[config.mk]
export PLATFORM = sky130hd
export DESIGN_NAME = pc_unit
export DESIGN_NICKNAME = d
export VERILOG_FILES = /design/src/rtl/pc_unit.sv
export SDC_FILE = /design/constraint.sdc
export NUM_CORES = 1
export LEC_CHECK = 0
export ABC_CLOCK_PERIOD_IN_PS = 3200
export CORE_MARGIN = 1.5
export CORE_UTILIZATION = 43
export DETAILED_ROUTE_END_ITERATION = 10
export GPL_TIMING_DRIVEN = 0
export PLACE_DENSITY = 0.92
export SKIP_LAST_GASP = 1
export SLEW_MARGIN = 5
export SYNTH_ARGS = -nofsm -noshare
export SYNTH_HDL_FRONTEND = slang
export SYNTH_SLANG_ARGS = --single-unit
[constraint.sdc]
create_clock -name clk -period 3.2 [get_ports clk]
set_input_delay 0.8 -clock clk [delete_from_list [all_inputs] [get_ports clk]]
set_output_delay 0.8 -clock clk [all_outputs]
set_load 0.05 [all_outputs]
[src/rtl/pc_unit.sv]
// rtl/pc_unit.sv - fetch-stage program counter with stall, redirect, sticky halt
// and an optional return-address stack enabled by defining PC_RAS_EN.
module pc_unit #(
  parameter int               WIDTH     = 16,
  parameter logic [WIDTH-1:0] RESET_PC  = '0,
  parameter int               INC       = 2,
  parameter int               RAS_DEPTH = 4
) (
  input  logic             clk,
  input  logic             rst_n,
  input  logic             stall,
  input  logic             halt,
  input  logic             redirect,
  input  logic [WIDTH-1:0] redirect_pc,
  input  logic             push_ret,
  input  logic             pop_ret,
  output logic [WIDTH-1:0] pc,
  output logic [WIDTH-1:0] pc_seq,
  output logic             halted,
  output logic             ras_empty,
  output logic             ras_full,
  output logic             ras_uflow
);

  typedef enum logic {RUN, HALTED} state_e;

  localparam logic [WIDTH-1:0] INC_W = WIDTH'(INC);

  state_e           state_q;
  logic [WIDTH-1:0] pc_q;
  logic [WIDTH-1:0] pc_d;
  logic             active;
  logic             pop_hit;
  logic [WIDTH-1:0] ras_top;

  // Only a running, unstalled cycle may change any state.
  assign active = (state_q == RUN) && !stall;
  assign pc_seq = pc_q + INC_W;
  assign pc     = pc_q;
  assign halted = (state_q == HALTED);

`ifdef PC_RAS_EN
  localparam int PW = $clog2(RAS_DEPTH);
  localparam logic [PW:0] DEPTH_C = (PW+1)'(RAS_DEPTH);

  logic [WIDTH-1:0] ras_q [RAS_DEPTH];
  logic [PW-1:0]    wr_ptr_q;
  logic [PW-1:0]    top_idx;
  logic [PW:0]      cnt_q;
  logic             uflow_q;
  logic             nonempty;
  logic             do_push;
  logic             do_pop;

  assign nonempty  = (cnt_q != '0);
  assign top_idx   = wr_ptr_q - 1'b1;
  assign ras_top   = ras_q[top_idx];
  assign do_push   = active && push_ret;
  assign do_pop    = active && pop_ret;
  assign pop_hit   = do_pop && nonempty;
  assign ras_empty = !nonempty;
  assign ras_full  = (cnt_q == DEPTH_C);
  assign ras_uflow = uflow_q;

  always_ff @(posedge clk or negedge rst_n) begin
    if (!rst_n) begin
      wr_ptr_q <= '0;
      cnt_q    <= '0;
      uflow_q  <= 1'b0;
    end else begin
      if (do_push && pop_hit) begin
        wr_ptr_q <= wr_ptr_q;
      end else if (do_push) begin
        // A full stack wraps onto its oldest slot; the count saturates.
        wr_ptr_q <= wr_ptr_q + 1'b1;
        if (cnt_q != DEPTH_C) cnt_q <= cnt_q + 1'b1;
      end else if (pop_hit) begin
        wr_ptr_q <= top_idx;
        cnt_q    <= cnt_q - 1'b1;
      end
      if (do_pop && !nonempty) uflow_q <= 1'b1;
    end
  end

  always_ff @(posedge clk) begin
    if (do_push && pop_hit) begin
      ras_q[top_idx] <= pc_seq;
    end else if (do_push) begin
      ras_q[wr_ptr_q] <= pc_seq;
    end
  end
`else
  logic unused_ras;

  assign unused_ras = push_ret ^ pop_ret;
  assign pop_hit    = 1'b0;
  assign ras_top    = '0;
  assign ras_empty  = 1'b1;
  assign ras_full   = 1'b0;
  assign ras_uflow  = 1'b0;
`endif

  always_comb begin
    pc_d = pc_q;
    if (active) begin
      if (redirect)     pc_d = redirect_pc;
      else if (pop_hit) pc_d = ras_top;
      else              pc_d = pc_seq;
    end
  end

  always_ff @(posedge clk or negedge rst_n) begin
    if (!rst_n) begin
      state_q <= RUN;
      pc_q    <= RESET_PC;
    end else begin
      pc_q <= pc_d;
      if (active && halt) state_q <= HALTED;
    end
  end

endmodule
== Word level (Yosys, flattened, before mapping) ==
Index checks and enable logic that the tools add are counted.
Storage, ports and cells
  bits in registers: 17
  output and inout bits: 36
  word-level logic and storage cells: 8
Cells by class
  $add $sub $neg: 1
  muxes and demuxes: 1
  bitwise gates (word level): 1
  reductions and logical operators: 3
Operators by type and width (count)
  $add 16x2->16 const B: 1
  $mux 16: 1
  $logic_and 1x1->1: 2
  $logic_not 1->1: 1
  $not 1->1: 1

== Logic depth before layout (Yosys ltp) ==
  depth after elaboration: 3
  depth in mapped cells: 6
  mapped depth without buffers: 5

== Worst setup path before layout ==
OpenSTA, ideal clock, no wires.
  path type: reg2out
  start: register pc_q[1], in the netlist pc[1]
  end: output pc_seq[11]
  arrival time: 2387 ps
  data required time: 2400 ps
  path slack: 13 ps
  stages on the path, launching flop included: 5
  path buffers: 0
  cells stage by stage: dfrtp_1 -> ha_1 -> nand3_1 -> nor4_1 -> xor2_1
On the way
  longest elaborated chain between the ends: 1
Ends and longest elaborated chain
  from (decl): line 30  | logic [WIDTH-1:0] pc_q;
  from (signal assigned): line 117  | pc_q <= pc_d;
  $add 16x2->16: line 38  | assign pc_seq = pc_q + INC_W;
  to (decl): line 18  | output logic [WIDTH-1:0] pc_seq,
No other way between the ends.

== Worst setup path after layout ==
Ends and elaborated chain as after synthesis.

==> tab_implementation.tex <==
\begin{tabular}{lr}
\hline
Metric & Value \\
\hline
\multicolumn{2}{l}{\textbf{Die}} \\
\quad Chip Width & 55.8 µm \\
\quad Initial core utilization & 47.1\% \\
\quad Die Height & 55.8 µm \\
\quad Placeable core region & 2540 µm² \\
\quad I/O Pins & 59 \\
\quad Number of placement rows & 18 \\
\quad Die area & 3110 µm² \\
\multicolumn{2}{l}{\textbf{Finish}} \\
\quad Number of non-filler instances in the completed layout & 227 \\
\quad Area overhead of the layout relative to synthesis & 49.3\% \\
\quad Net total in the final layout & 222 \\
\quad Diodes inserted & 0 \\
\quad Proportion of layout cells with a drive suffix above 1 & 11.2\% \\
\multicolumn{2}{l}{\textbf{Synth}} \\
\quad Top-area cell type share of the netlist area & 35.5\% \\
\quad Top area cells in the synthesized netlist & sky130\_fd\_sc\_hd\_\_dfrtp\_1 (36\%), sky130\_fd\_sc\_hd\_\_xnor2\_1 (7.3\%), sky130\_fd\_sc\_hd\_\_nand2\_1 (4.7\%) \\
\quad Proportion of synthesized chip area in sequential cells & 35.5\% \\
\quad Top flip-flop cell by instance count after synthesis & sky130\_fd\_sc\_hd\_\_dfrtp\_1 \\
\quad Synthesized area per cell & 8.55 µm² \\
\quad Most frequently used cell type in the post-synthesis netlist & sky130\_fd\_sc\_hd\_\_dfrtp\_1 \\
\quad \#FFs+latches synth & 17 \\
\quad Leading area contributor after synthesis & sky130\_fd\_sc\_hd\_\_dfrtp\_1 \\
\quad Instance count of the mapped netlist & 140 \\
\quad Mapped Area & 1200 µm² \\
\quad Yosys Warn Count & 0 \\
\quad EDFF count, synth & 0 \\
\quad Synth top cells by count & sky130\_fd\_sc\_hd\_\_dfrtp\_1 (17), sky130\_fd\_sc\_hd\_\_nand2\_1 (15), sky130\_fd\_sc\_hd\_\_nand3\_1 (10), sky130\_fd\_sc\_hd\_\_xnor2\_1 (10), sky130\_fd\_sc\_hd\_\_a21oi\_1 (9) \\
\quad Netlist cell types & 42 \\
\quad Async set or reset register ratio after synthesis & 100\% \\
\multicolumn{2}{l}{\textbf{CTS}} \\
\quad Clock tree root buffer cell & sky130\_fd\_sc\_hd\_\_clkbuf\_4 \\
\quad Maximum level of the CTS H-tree & 1 \\
\quad Clock sink total & 17 \\
\quad Clock tree from TritonCTS & yes \\
\quad Register clock-pin slew on the reported worst setup and hold paths & 0.11 ns \\
\quad Buffer levels on the longest clock path & 2 \\
\quad Insertion delay to the later sink of the worst-skew pair & 0.30 ns \\
\quad Clock buffer count from CTS & 3 \\
\quad \# hold bufs at CTS & 0 \\
\multicolumn{2}{l}{\textbf{Job}} \\
\quad Max\_cap viols & 0 \\
\multicolumn{2}{l}{\textbf{Timing}} \\
\quad RSZ-0062 raised after global routing & yes \\
\quad Final hold vios & 0 \\
\quad Slew of the pin with the lowest slew margin & 0.815 ns \\
\quad Hold\_ws & 0.519 ns \\
\quad Achievable Freq & 318 MHz \\
\quad Maximum clock skew at final layout & 0.00418 ns \\
\quad Total count of max-transition violations in the final report & 0 \\
\quad Worst slew margin & 45.5\% \\
\quad Count of final setup violators & 0 \\
\quad Crit path time final & 3.14 ns \\
\quad Final worst-path cycle share & 98.2\% \\
\multicolumn{2}{l}{\textbf{Route}} \\
\quad Remaining number of nets flagged by the antenna check after routing & 0 \\
\quad DRC violation total after the first TritonRoute iteration & 50 \\
\quad Detailed-router iteration count before antenna repair & 4 \\
\quad Routed len/inst & 15.4 µm \\
\quad Total Routed Length & 3500 µm \\
\quad Ratio of routed vias to standard cells & 5.67 \\
\quad Number of vias after detailed routing & 1288 \\
\quad Drc violations & 0 \\
\multicolumn{2}{l}{\textbf{Placed design}} \\
\quad DP HPWL & 2600 µm \\
\quad Number of port buffers & 52 \\
\quad Placed cell count & 223 \\
\quad GPL Wtd Cong & 0.838 \\
\multicolumn{2}{l}{\textbf{Worst setup path}} \\
\quad Delay contributed by the slowest stage of the critical path & 0.52 ns \\
\quad Cell depth of the worst setup path & 5 \\
\quad Arrival time at the worst endpoint & 2.34 ns \\
\quad Crit path kind & reg2out \\
\quad Largest fanout of any net on the critical path & 6 \\
\quad R2R cell count & 5 \\
\quad Ordered cell list for the critical path & ha\_1 -> nand3\_1 -> nor4\_2 -> xor2\_1 -> clkdlybuf4s15\_1 \\
\quad Sum of buffers and inverters on the critical path & 1 \\
\quad Cell family contributing the most delay on the critical path & simple AND/OR/NAND/NOR gates \\
\quad CP endpoint kind & output pin \\
\quad Kind of start point of the critical path & flip-flop \\
\quad Required time of the critical path & 2.40 ns \\
\quad Cell at the slowest stage of the critical path & sky130\_fd\_sc\_hd\_\_clkdlybuf4s15\_1 \\
\multicolumn{2}{l}{\textbf{Run status}} \\
\quad Run status & finished, final reports clean \\
\multicolumn{2}{l}{\textbf{Pwr}} \\
\quad Peak ir drop on the vdd network & 0.000567 V \\
\quad Leakage & 0.752 nW \\
\quad Power density normalized to cell area & 593 nW/µm² \\
\multicolumn{2}{l}{\textbf{GRT}} \\
\quad Global-route met1 utilization & 29.8\% \\
\quad Met3 demand-to-capacity share in global routing & 3.02\% \\
\quad Largest net degree at the start of global routing & 18 \\
\quad Overall global routing resource usage & 22.7\% \\
\quad Global-route met2 utilization & 38.1\% \\
\quad Sum of overflow across all layers after global routing & 0 \\
\quad Wire length of the first global-routing pass & 5730 µm \\
\quad Vias in the first global route & 1254 \\
\quad GRT busiest layer & met2 \\
\quad Initial antenna violation count & 0 \\
\multicolumn{2}{l}{\textbf{Worst hold path}} \\
\quad Instance count along the most critical hold path & 1 \\
\quad Class of the tightest hold or removal check & reg2reg \\
\hline
\end{tabular}
## stage by stage
| step | power (W) | TNS (ns) | area (µm²) | setup slack (ns) | utilization, % |
|---|---|---|---|---|---|
| 2_1_floorplan | 0.000727 | 0 | 1200 | 0.0132 | - |
| 3_3_place_gp | 0.000932 | 0 | 1760 | 0.00694 | 69.1 |
| 3_5_place_dp | 0.000945 | -0.00352 | 1760 | -0.00352 | 69.1 |
| 4_1_cts | 0.00106 | 0 | 1790 | 0.0134 | 70.2 |
| 5_1_grt | 0.00110 | -0.132 | 1790 | -0.132 | 70.3 |
| 6_report | 0.00106 | 0 | 1790 | 0.0590 | 70.3 |
## worst paths after layout
check,to,slack [ns],startpoint
min,halted,0.52,halted
max reg2reg,pc[15],1.43,pc[1]
max in group asynchronous,pc[2],1.74,rst_n
min in group asynchronous,pc[0],0.96,rst_n
max,pc_seq[11],0.06,pc[1]
min reg2reg,halted,0.52,halted
## power breakdown
| group | switching, W | internal, W | leakage [nW] |
|---|---|---|---|
| Combinational | 0.000421 | 0.000219 | 0.548 |
| Clock | 0.0000738 | 0.0000486 | 0.0150 |
| Sequential | 0.0000473 | 0.000250 | 0.189 |
| Total | 0.000542 | 0.000518 | 0.752 |
## state kept, by name (all words and copies together), names as in the netlist
signal,cells
pc,16
halted,1
## area by class of cell
| class | instances | area [µm²] |
|---|---|---|
| Fill cell | 210 | 757 |
| Multi-Input combinational cell | 105 | 681 |
| Timing Repair Buffer | 52 | 517 |
| Sequential cell | 17 | 425 |
| Buffer | 14 | 82.6 |
| Tap cell | 30 | 37.5 |
| Clock buffer | 4 | 26.3 |
| Inverter | 5 | 18.8 |
## metal layers
metal  vias to the layer above  share of wire, %
li1                        615                 -
met3                        11               6.5
met2                        61                50
met4                         0               2.6
met1                       601                41
met5                         -                 0
## placed cells by master, fill, tap and decap left out, types with 2 or more instances in the layout
cell type                          n
sky130_fd_sc_hd__clkdlybuf4s50_1  45
sky130_fd_sc_hd__dfrtp_1          17
sky130_fd_sc_hd__nand2_1          15
sky130_fd_sc_hd__nand3_1          10
sky130_fd_sc_hd__xnor2_1          10
sky130_fd_sc_hd__a21oi_1           9
sky130_fd_sc_hd__nor2_1            8
sky130_fd_sc_hd__buf_4             5
sky130_fd_sc_hd__and3_1            5
sky130_fd_sc_hd__clkbuf_1          5
sky130_fd_sc_hd__o21ai_0           5
sky130_fd_sc_hd__inv_1             4
sky130_fd_sc_hd__o311ai_0          4
sky130_fd_sc_hd__nand4_1           3
sky130_fd_sc_hd__xor2_1            3
sky130_fd_sc_hd__conb_1            3
sky130_fd_sc_hd__clkbuf_4          3
sky130_fd_sc_hd__dlygate4sd2_1     3
sky130_fd_sc_hd__clkbuf_2          2
sky130_fd_sc_hd__buf_2             2
sky130_fd_sc_hd__a31o_2            2
sky130_fd_sc_hd__nor3_1            2
sky130_fd_sc_hd__o21a_1            2
sky130_fd_sc_hd__mux2i_1           2
sky130_fd_sc_hd__o22ai_1           2
sky130_fd_sc_hd__a2bb2oi_1         2
sky130_fd_sc_hd__a31oi_1           2
sky130_fd_sc_hd__o22a_1            2
sky130_fd_sc_hd__dlymetal6s2s_1    2
## logic make-up after synthesis
family                     count (synthesis)  synth area share (%)
other                                      2                 0.627
and+or+nand+nor                           51                  22.8
DFF                                       17                  35.5
adders and majority gates                  1                  1.04
buffers and inverters                     19                  8.46
muxes                                      3                  2.61
AOI/OAI and AO/OA                         34                  19.4
xor gates and xnor gates                  13                  9.51
## what timing repair did
item | in CTS | in global routing
buffers inserted | 0 | 0
gates resized for setup | 6 | 5
pin swaps | 0 | 0
setup endpoints to repair | 5 | 4
(Power assumes the default switching activity.)
